**config.mk**
```make
export PLATFORM = sky130hd
export DESIGN_NAME = rf_alu_seq
export DESIGN_NICKNAME = d
export VERILOG_FILES = /design/src/rtl/cpu_pkg.sv /design/src/rtl/rf_alu_seq.sv
export SDC_FILE = /design/constraint.sdc
export NUM_CORES = 1
export LEC_CHECK = 0
export ABC_AREA = 1
export ABC_CLOCK_PERIOD_IN_PS = 3700
export CAP_MARGIN = 20
export CELL_PAD_IN_SITES_DETAIL_PLACEMENT = 1
export CELL_PAD_IN_SITES_GLOBAL_PLACEMENT = 1
export CORE_AREA = 2 2 132 134
export DETAILED_ROUTE_END_ITERATION = 6
export DIE_AREA = 0 0 134 136
export PLACE_DENSITY = 0.95
export REMOVE_ABC_BUFFERS = 1
export SKIP_LAST_GASP = 1
export SYNTH_ARGS = -nofsm -noshare
export SYNTH_HDL_FRONTEND = slang
export SYNTH_SLANG_ARGS = --single-unit
```
**constraint.sdc**
```tcl
create_clock -name clk -period 3.7 [get_ports clk]
set_input_delay 0.74 -clock clk [delete_from_list [all_inputs] [get_ports clk]]
set_output_delay 0.74 -clock clk [all_outputs]
set_load 0.05 [all_outputs]
```
**src/rtl/cpu_pkg.sv**
```systemverilog
// Shared encodings for the register-file + ALU datapath and its command sequencer.
package cpu_pkg;

  localparam int REG_AW = 5;

  localparam logic [1:0] OP_ALU  = 2'd0;
  localparam logic [1:0] OP_LOAD = 2'd1;
  localparam logic [1:0] OP_READ = 2'd2;
  localparam logic [1:0] OP_CMP  = 2'd3;

  localparam logic [2:0] ST_INIT = 3'd0;
  localparam logic [2:0] ST_IDLE = 3'd1;
  localparam logic [2:0] ST_EXEC = 3'd2;
  localparam logic [2:0] ST_WB   = 3'd3;
  localparam logic [2:0] ST_RSP  = 3'd4;

  // Function codes understood by the datapath ALU.
  localparam logic [2:0] ALUC_ADD = 3'd0;
  localparam logic [2:0] ALUC_SUB = 3'd1;
  localparam logic [2:0] ALUC_AND = 3'd2;
  localparam logic [2:0] ALUC_OR  = 3'd3;
  localparam logic [2:0] ALUC_XOR = 3'd4;
  localparam logic [2:0] ALUC_SLL = 3'd5;
  localparam logic [2:0] ALUC_SRL = 3'd6;
  localparam logic [2:0] ALUC_SLT = 3'd7;

  typedef struct packed {
    logic [1:0]        op;
    logic [2:0]        aluc;
    logic [REG_AW-1:0] ra;
    logic [REG_AW-1:0] rb;
    logic [REG_AW-1:0] rw;
  } cmd_t;

  // r0 is hard-wired to zero unless the datapath allows writing it.
  function automatic logic wb_allowed(input logic [REG_AW-1:0] rw, input bit r0_writable);
    return (rw != '0) || r0_writable;
  endfunction

endpackage

```
**src/rtl/rf_alu_seq.sv**
```systemverilog
// Command sequencer driving the register-file + ALU datapath over a fixed
// multi-cycle schedule, with a zeroing sweep of the register file after reset.
module rf_alu_seq
  import cpu_pkg::*;
#(
  parameter int NREG        = 32,
  parameter bit INIT_EN     = 1'b1,
  parameter bit R0_WRITABLE = 1'b0,
  parameter int CNT_W       = 16
) (
  input  logic              clk,
  input  logic              clr,
  input  logic              cmd_valid,
  output logic              cmd_ready,
  input  logic [1:0]        cmd_op,
  input  logic [2:0]        cmd_aluc,
  input  logic [4:0]        cmd_ra,
  input  logic [4:0]        cmd_rb,
  input  logic [4:0]        cmd_rw,
  input  logic [31:0]       cmd_data,
  output logic [4:0]        dp_ra,
  output logic [4:0]        dp_rb,
  output logic [4:0]        dp_rw,
  output logic [2:0]        dp_aluc,
  output logic              dp_we,
  output logic              dp_mux3,
  output logic [31:0]       dp_rd,
  input  logic [31:0]       dp_qa,
  input  logic [31:0]       dp_qb,
  input  logic [31:0]       dp_alu_out,
  input  logic              dp_zero,
  output logic              rsp_valid,
  input  logic              rsp_ready,
  output logic [31:0]       rsp_data,
  output logic              rsp_zero,
  output logic              busy,
  output logic [CNT_W-1:0]  done_cnt
);

  localparam logic [REG_AW-1:0] LAST_REG = REG_AW'(NREG - 1);

  logic [2:0]        state_q, state_d;
  logic [REG_AW-1:0] cnt_q, cnt_d;
  cmd_t              cmd_q, cmd_d;
  logic [31:0]       res_q, res_d;
  logic              zero_q, zero_d;
  logic [CNT_W-1:0]  done_q, done_d;
  logic              we_raw;
  logic              qb_unused;

  always_comb begin
    state_d = state_q;
    cnt_d   = cnt_q;
    cmd_d   = cmd_q;
    res_d   = res_q;
    zero_d  = zero_q;
    done_d  = done_q;
    case (state_q)
      ST_INIT: begin
        cnt_d = cnt_q + REG_AW'(1);
        if (cnt_q == LAST_REG) begin
          cnt_d   = '0;
          state_d = ST_IDLE;
        end
      end
      ST_IDLE: begin
        if (cmd_valid) begin
          cmd_d = '{op: cmd_op, aluc: cmd_aluc, ra: cmd_ra, rb: cmd_rb, rw: cmd_rw};
          if (cmd_op == OP_LOAD) begin
            res_d   = cmd_data;
            zero_d  = 1'b0;
            state_d = ST_WB;
          end else begin
            state_d = ST_EXEC;
          end
        end
      end
      ST_EXEC: begin
        if (cmd_q.op == OP_READ) begin
          res_d  = dp_qa;
          zero_d = 1'b0;
        end else begin
          res_d  = dp_alu_out;
          zero_d = dp_zero;
        end
        state_d = (cmd_q.op == OP_ALU) ? ST_WB : ST_RSP;
      end
      ST_WB: state_d = ST_RSP;
      ST_RSP: begin
        if (rsp_ready) begin
          done_d  = done_q + CNT_W'(1);
          state_d = ST_IDLE;
        end
      end
      default: state_d = ST_IDLE;
    endcase
  end

  always_ff @(posedge clk) begin
    if (!clr) begin
      state_q <= INIT_EN ? ST_INIT : ST_IDLE;
      cnt_q   <= '0;
      cmd_q   <= '0;
      res_q   <= '0;
      zero_q  <= 1'b0;
      done_q  <= '0;
    end else begin
      state_q <= state_d;
      cnt_q   <= cnt_d;
      cmd_q   <= cmd_d;
      res_q   <= res_d;
      zero_q  <= zero_d;
      done_q  <= done_d;
    end
  end

  always_comb begin
    we_raw = 1'b0;
    case (state_q)
      ST_INIT: we_raw = wb_allowed(cnt_q, R0_WRITABLE);
      ST_WB:   we_raw = wb_allowed(cmd_q.rw, R0_WRITABLE);
      default: we_raw = 1'b0;
    endcase
  end

  // Gating with clr keeps a write from landing on the same edge that resets the sequencer.
  assign dp_we     = we_raw & clr;
  assign dp_mux3   = 1'b0;
  assign dp_ra     = cmd_q.ra;
  assign dp_rb     = cmd_q.rb;
  assign dp_aluc   = cmd_q.aluc;
  assign dp_rw     = (state_q == ST_INIT) ? cnt_q : cmd_q.rw;
  assign dp_rd     = (state_q == ST_WB) ? res_q : 32'd0;

  assign cmd_ready = (state_q == ST_IDLE);
  assign rsp_valid = (state_q == ST_RSP);
  assign rsp_data  = res_q;
  assign rsp_zero  = zero_q;
  assign busy      = (state_q != ST_IDLE);
  assign done_cnt  = done_q;

  // Operand B only feeds the ALU outside this block.
  assign qb_unused = ^dp_qb;

endmodule

```
==> results.tsv, run 1 <==
metric	value	unit
hpwl	12670	µm
synth_ff_type	dfxtp_1	
max_freq	294.4	MHz
synth_area_leaders	dfxtp_1 35%, nand2_1 19%, nor2_1 11%	
rsz0062_at_grt	false	
synth_cells	734	
crit_type	reg -> out	
timing.final.crit_period	3397	ps
clock_latency	340	ps
synthArstFlopShare	0	%
antenna_found_initial	0	
clockRootBuffer	clkbuf_16	
hold_viol	0	
drive_above_1_share	4.301	%
netlist_area	0.004458	mm²
synth_top_family_by_area	simple AND/OR/NAND/NOR gates	
grt_max_degree	54	
cp-end-kind	output pin	
grt_pass1_vias	5325	
path_max_fanout	21	
hold_start	dp_ra[4]	
syn_area_per_cell	6.074	µm²
synth_top_area_share	34.58	%
num_antenna_cells	0	
max-cap-violations	0	
yosys.area_share.xor_xnor	0.5894	%
synth-seq-cells	77	
cts.sinks	77	
synth_edf_count	0	
io_pins	257	
power_leakage	0.003114	µW
setup_violations	0	
synth_fa_ha_area_share	1.123	%
num_vias	5223	
cp.arrival	2660	ps
startpoint	state_q[2]	
ys_types	29	
p_per_area	286.2	mW/mm²
grt_first_pass_wirelength	26600	µm
rows	48	
drt-initial-drc-count	139	
outcome	finished clean	
maxSlewHeadroom	49.30	%
cts_tree	built	
synth-simple-area-share	36.79	%
drv_slew	0	
ctsHoldBuffers	0	
fin_nets	1082	
rr_startpoint	state_q[2]	
cts_htree_levels	3	
synth_most_common_cell	nand2_1	
vias_per_cell	4.522	
gp_congestion	0.8177	
clock_skew	10.56	ps
grt_util_all_layers	18.56	%
ctsResizeCount	0	
routed.top_layer	met4	
finalSetupTns	0	ps
synth_compound_area_share	11.39	%
wl_met3	1074	µm
wl_met2	8515	µm
globalRouteOverflowTotal	0	
drt_pre_antenna_iters	6	
drc	0	
yosys_warnings	0	
initial_core_util	26.42	%
drt_wl_total	16660	µm
cts_buffer_depth	2	
min_period_over_period	91.81	%
startpoint_type	flip-flop	
area.growth.synth_to_final	58.71	%
yosysTopAreaCell	dfxtp_1	
detail_route.wl_per_cell	14.42	µm
muxShareOfSynthArea	0	%
yosysSeqAreaShare	34.58	%
fin_util	41.93	%
met1_length	6658	µm
tightest_slew	757.8	ps
cts_buffers	9	
post-cts-setup-buffers	0	
ir_drop	0.0001879	V
synthTopCellsByCount	223 x nand2_1, 135 x nor2_1, 103 x inv_1	
port_buffers	223	
die_area	0.01822	mm²
die_w	134	µm
hp-class	reg -> reg	
ant_nets	0	
worstPathRequired	2960	ps
die_y	136	µm
clkTransAtPathRegs	60	ps
core	0.01688	mm²
cell type report:
cell class              instances  area [µm²]
fillers                      2140        9801
repair buffers                230        2302
multi-input cells             500        2231
flip-flops and latches         77        1541
inverters                     107       404.1
well taps                     225       281.5
clock buffers                  10       229.0
clock inverters                 6       86.33
registers in the layout, indices dropped and copies added (netlist names):
register / count
rsp_data: 32
cmd_q: 7
state_q: 3
cnt_q: 5
dp_ra: 5
rsp_zero: 1
dp_rb: 5
done_cnt: 16
dp_aluc: 3
report_power, final:
part,internal [µW],switching [µW],total (µW)
Sequential,832,2.29,834
Clock,592,370,962
Combinational,141,87.5,229
Total,1560,460,2020
worst max-delay path, stage by stage, from the launching register on:
cell	delay, ps
dfxtp_1	350
inv_2	100
nand2_1	60
nor2_1	230
inv_1	280
buf_4	300
nor2_1	150
clkdlybuf4s50_1	830
logic make-up (layout without fill, tap and decap cells):
group | count (synthesis) | after routing
buffers and inverters | 157 | 353
DFF | 77 | 77
other | 1 | 1
and+or+nand+nor | 408 | 408
xor gates and xnor gates | 3 | 3
adders and majority gates | 4 | 4
AOI/OAI and AO/OA | 84 | 84
per-layer routing:
| metal | global-route usage [%] | vias to the layer above |
|---|---|---|
| li1 | - | 2614 |
| met1 | 19.69 | 2436 |
| met2 | 34.96 | 148 |
| met3 | 5.183 | 25 |
| met4 | 6.797 | 0 |
| met5 | 0 | - |
final timing paths:
check,to,slack [ps],depth (start not counted)
setup / recovery,dp_rd[25],300,7
hold / removal,dp_ra[4],470,2
setup reg to reg,rsp_data[22],1410,8
hold reg to reg,dp_ra[4],470,2
through the flow:
stage          cells  power, µW  setup slack, ps  area, µm²  hold slack (ps)
2_1_floorplan    684      914.7             1003       4174            435.2
3_3_place_gp    1139       1078            723.3       6760            448.4
3_5_place_dp    1139       1083            700.9       6760            458.9
4_1_cts         1155       2060            313.6       7076            468.0
5_1_grt         1155       2109            130.2       7076            490.5
6_report        1155       2025            302.9       7076            469.0
cells in the final DEF (no fill, tap or decap), types with 3 or more instances in the layout:
cell type	netlist	final
nand3_2	4	4
o211ai_1	32	32
clkdlybuf4s50_1	0	221
ha_1	4	4
dfxtp_1	77	77
buf_4	18	6
nand3_1	26	26
nand4_1	4	4
nor3_1	8	8
nor2_1	135	135
nand2_1	223	222
inv_2	3	3
nand2_2	3	4
inv_1	103	103
a21oi_1	29	29
clkbuf_16	0	9
o21ai_0	20	20
No activity file was read; power rests on OpenSTA's default activity.
==> run 2, diff against run 1 <==
CAP_MARGIN = not set   (was 20)
==> results of run 2 <==
The final DEF is identical to that of run 1; final timing and power are the same.
==> variant 1, RTL diff (config.mk and constraints of run 2) <==
The parameter `NREG` goes from 32 to 31.
--- a/src/rtl/rf_alu_seq.sv
+++ b/src/rtl/rf_alu_seq.sv
@@ -3,7 +3,7 @@
 module rf_alu_seq
   import cpu_pkg::*;
 #(
-  parameter int NREG        = 32,
+  parameter int NREG        = 31,
   parameter bit INIT_EN     = 1'b1,
   parameter bit R0_WRITABLE = 1'b0,
   parameter int CNT_W       = 16
Behaviour: same outputs for any inputs over 10 cycles, from zero or initial values; that may be too few to reach the edited logic, so the function may still have changed.
==> variant 1 against run 2 <==
Global-route usage is 0.80 points higher; final area is 0.51% higher; maximum frequency is 4.4% higher; combinational power increased by 2%; sequential cell count unchanged; setup slack gained 140 ps; clock skew is 4.2 ps lower; synthesized area is essentially flat; wire length grew 5.7%; total power rose by 2.4%; sequential share of layout area is 0.11 points lower; final cell count barely moved; clock power rose by 4%; die area unchanged; critical path type unchanged.
==> variant 1: results (changes against run 2) <==
global_routing:
  grt_util_met2_pct: 35.8  # +0.88 points
  use_met1_pct: 20.7  # +0.97 points
  grt_pass1_vias: 5689  # +6.8%
  grt.total_usage_pct: 19.4  # +0.80 points
  antenna_found_initial: 0  # unchanged
  grt_max_degree: 52  # -3.7%
  grt_pass1_wl_um: 27700  # +4.2%
  use_met3_pct: 5.48  # +0.30 points
critical_path:
  cp_max_fo: 13  # -38%
  critPathTopFamily: "buffers and inverters"
  max_stage_delay_ps: 850  # +20 ps
  cp.arrival_ps: 2510  # -150 ps
worst_hold_path:
  hp-class: "reg2reg"
route:
  avgViaCountPerCell: 4.58  # +1.2%
  wl_met3_um: 1190  # +10%
  drt_iter0_drc: 185  # +33%
  drt_wl_total_um: 17600  # +5.7%
  met2RoutedLength_um: 8970  # +5.3%
  firstDrtPassIters: 4  # -2
  wl_met1_um: 7030  # +5.5%
status:
  status: "completed"
synthesis:
  syn-cell-area_mm2: 0.00446  # about the same
  synthAdderAreaFrac_pct: 1.12  # about the same
  synth_compound_area_share_pct: 11.6  # +0.22 points
  synth_xor_area_share_pct: 0.786  # +0.20 points
  ys_seq_area_share_pct: 34.6  # about the same
  yosys-top-cells-area: "dfxtp_1 (35%), nand2_1 (19%), nor2_1 (11%), inv_1 (8.3%), o211ai_1 (5.4%)"
  synth_cell_types: 30  # +3.4%
  synth_cells: 732  # -0.27%
  synth_most_common_cell: "nand2_1"
  netlist_top_cells_count: "nand2_1 (226), nor2_1 (134), inv_1 (99), dfxtp_1 (77), o211ai_1 (32)"
place:
  portBuffers: 223  # unchanged
  post-place-ws_ps: 787  # +86.5 ps
  place_area_mm2: 0.00678  # +0.33%
  place_hpwl_um: 13000  # +2.4%
  gp_congestion: 0.835  # +2.2%
finish:
  largest_reg_flops: 32  # unchanged
  fillers: 2181  # +1.9%
  fin_nets: 1083  # +0.092%
  instances_no_fill: 1156  # +0.087%
  area.growth.synth_to_final_pct: 59.5
  n_all_buffers: 233  # +1.3%
  insertedDiodeCount: 0  # unchanged
  clockNetworkAreaShare_pct: 4.63  # +0.17 points
  buf_share_pct: 32.7  # +0.15 points
  n_clock_buffer: 9  # -1
  n_all_inverters: 104  # -2.8%
  seq_share_pct: 21.7  # -0.11 points
  drive_gt1_share_pct: 4.40  # +0.10 points
  multi_input_area_share_pct: 31.6  # +0.033 points
  multi_input_cells: 501  # +0.20%
pwr:
  leakage_nw: 3.09  # -0.62%
  power_switching_w: 0.000497  # +7.9%
  ir_drop_mv: 0.180  # -4.5%
timing:
  max-slew-margin-rel_pct: 40.2  # -9.1 points
  fin_worst_skew_ps: 6.38  # -4.17 ps
-- variant 1: changes by cell type in the layout (fill, tap and decap cells not counted), moves of 3 or more --
cell     change
nand2_2      -3
nand2_1      +3
buf_4        +3
inv_1        -4
o21ai_0      -4
nand3_1      +3
-- variant 1: final timing paths --
check | startpoint | endpoint | slack, ps | depth (start not counted)
max | state_q[1]$_SDFFE_PN0P_ | dp_rw[0] | 450 | 5
min | dp_ra[4]$_SDFFE_PN0P_ | dp_ra[4]$_SDFFE_PN0P_ | 460 | 2
max reg2reg | state_q[2]$_SDFFE_PN0P_ | rsp_data[1]$_SDFFE_PN0P_ | 1510 | 8
min reg2reg | dp_ra[4]$_SDFFE_PN0P_ | dp_ra[4]$_SDFFE_PN0P_ | 460 | 2
-- variant 1: power by group through the flow --
stage	sequential [W]	combinational [W]	clock, W
detailed placement	0.000854	0.000233	0
CTS	0.000835	0.000236	0.00104
global route	0.000835	0.000254	0.00107
floorplan	0.000853	0.0000649	0
global placement	0.000854	0.000224	0
finish	0.000835	0.000234	0.00100
==> variant 2, RTL diff (config.mk and constraints of run 2) <==
Made on the original files. Register the output `done_cnt` once more; this adds one clock of latency there. The other outputs are not delayed to match.
--- a/src/rtl/rf_alu_seq.sv
+++ b/src/rtl/rf_alu_seq.sv
@@ -137,7 +137,9 @@
   assign rsp_data  = res_q;
   assign rsp_zero  = zero_q;
   assign busy      = (state_q != ST_IDLE);
-  assign done_cnt  = done_q;
+  always_ff @(posedge clk) begin
+    done_cnt <= done_q;
+  end
 
   // Operand B only feeds the ALU outside this block.
   assign qb_unused = ^dp_qb;
Formal check against the unedited RTL: same outputs for any inputs over 10 cycles, from zero or initial values; that may be too few to reach the edited logic, so the function may still have changed.
==> variant 2 against run 2 <==
Count of clock-buffer cells in the layout is 1 lower; maximum frequency is 5.8% higher; clock skew is 2.2 ps lower; final cell count is 1.4% higher; sequential cell count is 16 higher; final area is 3.7% higher; synthesized area is 6.1% higher; sequential share of layout area is 3.6 points higher; largest cell class unchanged; total power is 8.3% higher; register-to-register slack better by 170 ps; clock power is 0.6% higher; wire length is 4.9% higher; synthesized cell count is 2.2% higher; setup slack better by 190 ps; largest power group is now sequential cells; critical endpoint is now dp_we.
==> variant 2: results (changes against run 2) <==
global_routing:
  grt_pass1_wl_um: 28000  # +5.2%
  grt_pass1_vias: 5613  # +5.4%
  grt.total_usage_pct: 19.5  # +0.90 points
  grt_max_degree: 71  # +31%
  antenna_found_initial: 0  # unchanged
synthesis:
  synth_cell_types: 25  # -14%
  yosys-top-cells-area: "dfxtp_1 (39%), nand2_1 (17%), nor2_1 (13%), inv_1 (7.9%), o211ai_1 (5.2%)"
  netlist_top_cells_count: "nand2_1 (212), nor2_1 (168), inv_1 (99), dfxtp_1 (93), o21ai_0 (36)"
  ys_seq_area_share_pct: 39.4  # +4.8 points
critical_path:
  startpoint: "state_q[1]$_SDFFE_PN0P_"
  reg2reg_slack_ps: 1580  # +170 ps
  cp.arrival_ps: 2470  # -190 ps
  reg2reg_to: "rsp_data[11]$_SDFFE_PN0P_"
  critPathCapture: "dp_we"
  cp_max_fo: 17  # -19%
  r2r_cells: 8  # unchanged
place:
  place_hpwl_um: 12800  # +1.3%
  gp_congestion: 0.784  # -4.1%
  post-place-ws_ps: 826  # +125 ps
status:
  status: "completed"
timing:
  period_share_pct: 86.8  # -5.0 points
  worst_slew_pin_slew_ps: 889  # +131 ps
  fin_worst_skew_ps: 8.32  # -2.24 ps
finish:
  drive_gt1_share_pct: 3.70  # -0.60 points
  fillers: 2161  # +0.98%
  fin_nets: 1098  # +1.5%
route:
  drt_iter0_drc: 230  # +65%
  vias: 5306  # +1.6%
  wl_per_cell_um: 14.9  # +3.4%
  firstDrtPassIters: 4  # -2
pwr:
  leakage_nw: 3.28  # +5.4%
  ir_drop_mv: 0.223  # +18%
[variant 2: cell count changes after synthesis, moves of 2 or more]
cell      before  now
nor2_1       135  168
dfxtp_1       77   93
o21ai_0       20   36
a21oi_1       29   14
nand2_1      223  212
nand3_1       26   18
inv_1        103   99
nand2_2        3    0
nand4_1        4    1
a31oi_1        0    2
clkbuf_1      14   12
nand3_2        4    2
[variant 2: power breakdown]
part | leakage, nW | internal [W] | switching [W]
Clock | 0.148 | 0.000534 | 0.000434
Sequential | 0.749 | 0.00100 | 0.00000262
Combinational | 2.38 | 0.000137 | 0.0000812
Total | 3.28 | 0.00167 | 0.000518
[variant 2: cells by family after synthesis]
group	after synthesis	share of synthesized area, %
compound gates	86	11.0
xor+xnor	1	0.185
fa+ha+maj	4	1.06
buf+inv	152	14.1
flops	93	39.4
other cells	1	0.0793
simple gates	413	34.2
[variant 2: critical path: stages (launching register included)]
cell and delay, ps:
dfxtp_1 350, nor2_1 250, nand2_1 100, buf_4 200
inv_1 160, o21ai_0 120, a21oi_1 140, clkdlybuf4s50_1 810
[variant 2: worst min-delay path by stage]
stage | cells past startpoint | slack [ps] | from | to
floorplan | 0 | 330 | done_q[13]$_SDFFE_PN0P_ | done_cnt[13]$_DFF_P_
global placement | 0 | 340 | done_q[13]$_SDFFE_PN0P_ | done_cnt[13]$_DFF_P_
detailed placement | 0 | 340 | done_q[13]$_SDFFE_PN0P_ | done_cnt[13]$_DFF_P_
CTS | 0 | 350 | done_q[13]$_SDFFE_PN0P_ | done_cnt[13]$_DFF_P_
global route | 0 | 360 | done_q[13]$_SDFFE_PN0P_ | done_cnt[13]$_DFF_P_
finish | 0 | 350 | done_q[13]$_SDFFE_PN0P_ | done_cnt[13]$_DFF_P_
[variant 2: stage by stage]
step / cell area, um^2 / total power [W] / hold slack (ps) / cells
floorplan: 4440 / 0.00109 / 331 / 700
global placement: 7030 / 0.00124 / 341 / 1155
detailed placement: 7030 / 0.00125 / 337 / 1155
CTS: 7340 / 0.00223 / 352 / 1171
global route: 7340 / 0.00229 / 360 / 1171
finish: 7340 / 0.00219 / 351 / 1171
[variant 2: routing by layer]
metal  part of all wire [%]  track usage [%]  vias to the layer above  wire (um)
li1                       -                -                     2651          -
met1                     41             21.4                     2481       7170
met2                     51             36.2                      145       8860
met3                    5.8             4.59                       29       1010
met4                    2.5             7.39                        0        431
met5                      0                0                        -          0
[variant 2: final cells by class]
cell class | instances | area, um^2 | area share (%)
Tap cell | 225 | 282 | 3.84
Inverter | 102 | 383 | 5.22
Sequential cell | 93 | 1860 | 25.4
Timing Repair Buffer | 230 | 2290 | 31.2
Clock buffer | 9 | 225 | 3.07
Multi-Input combinational cell | 505 | 2210 | 30.2
Clock inverter | 7 | 80.1 | 1.09
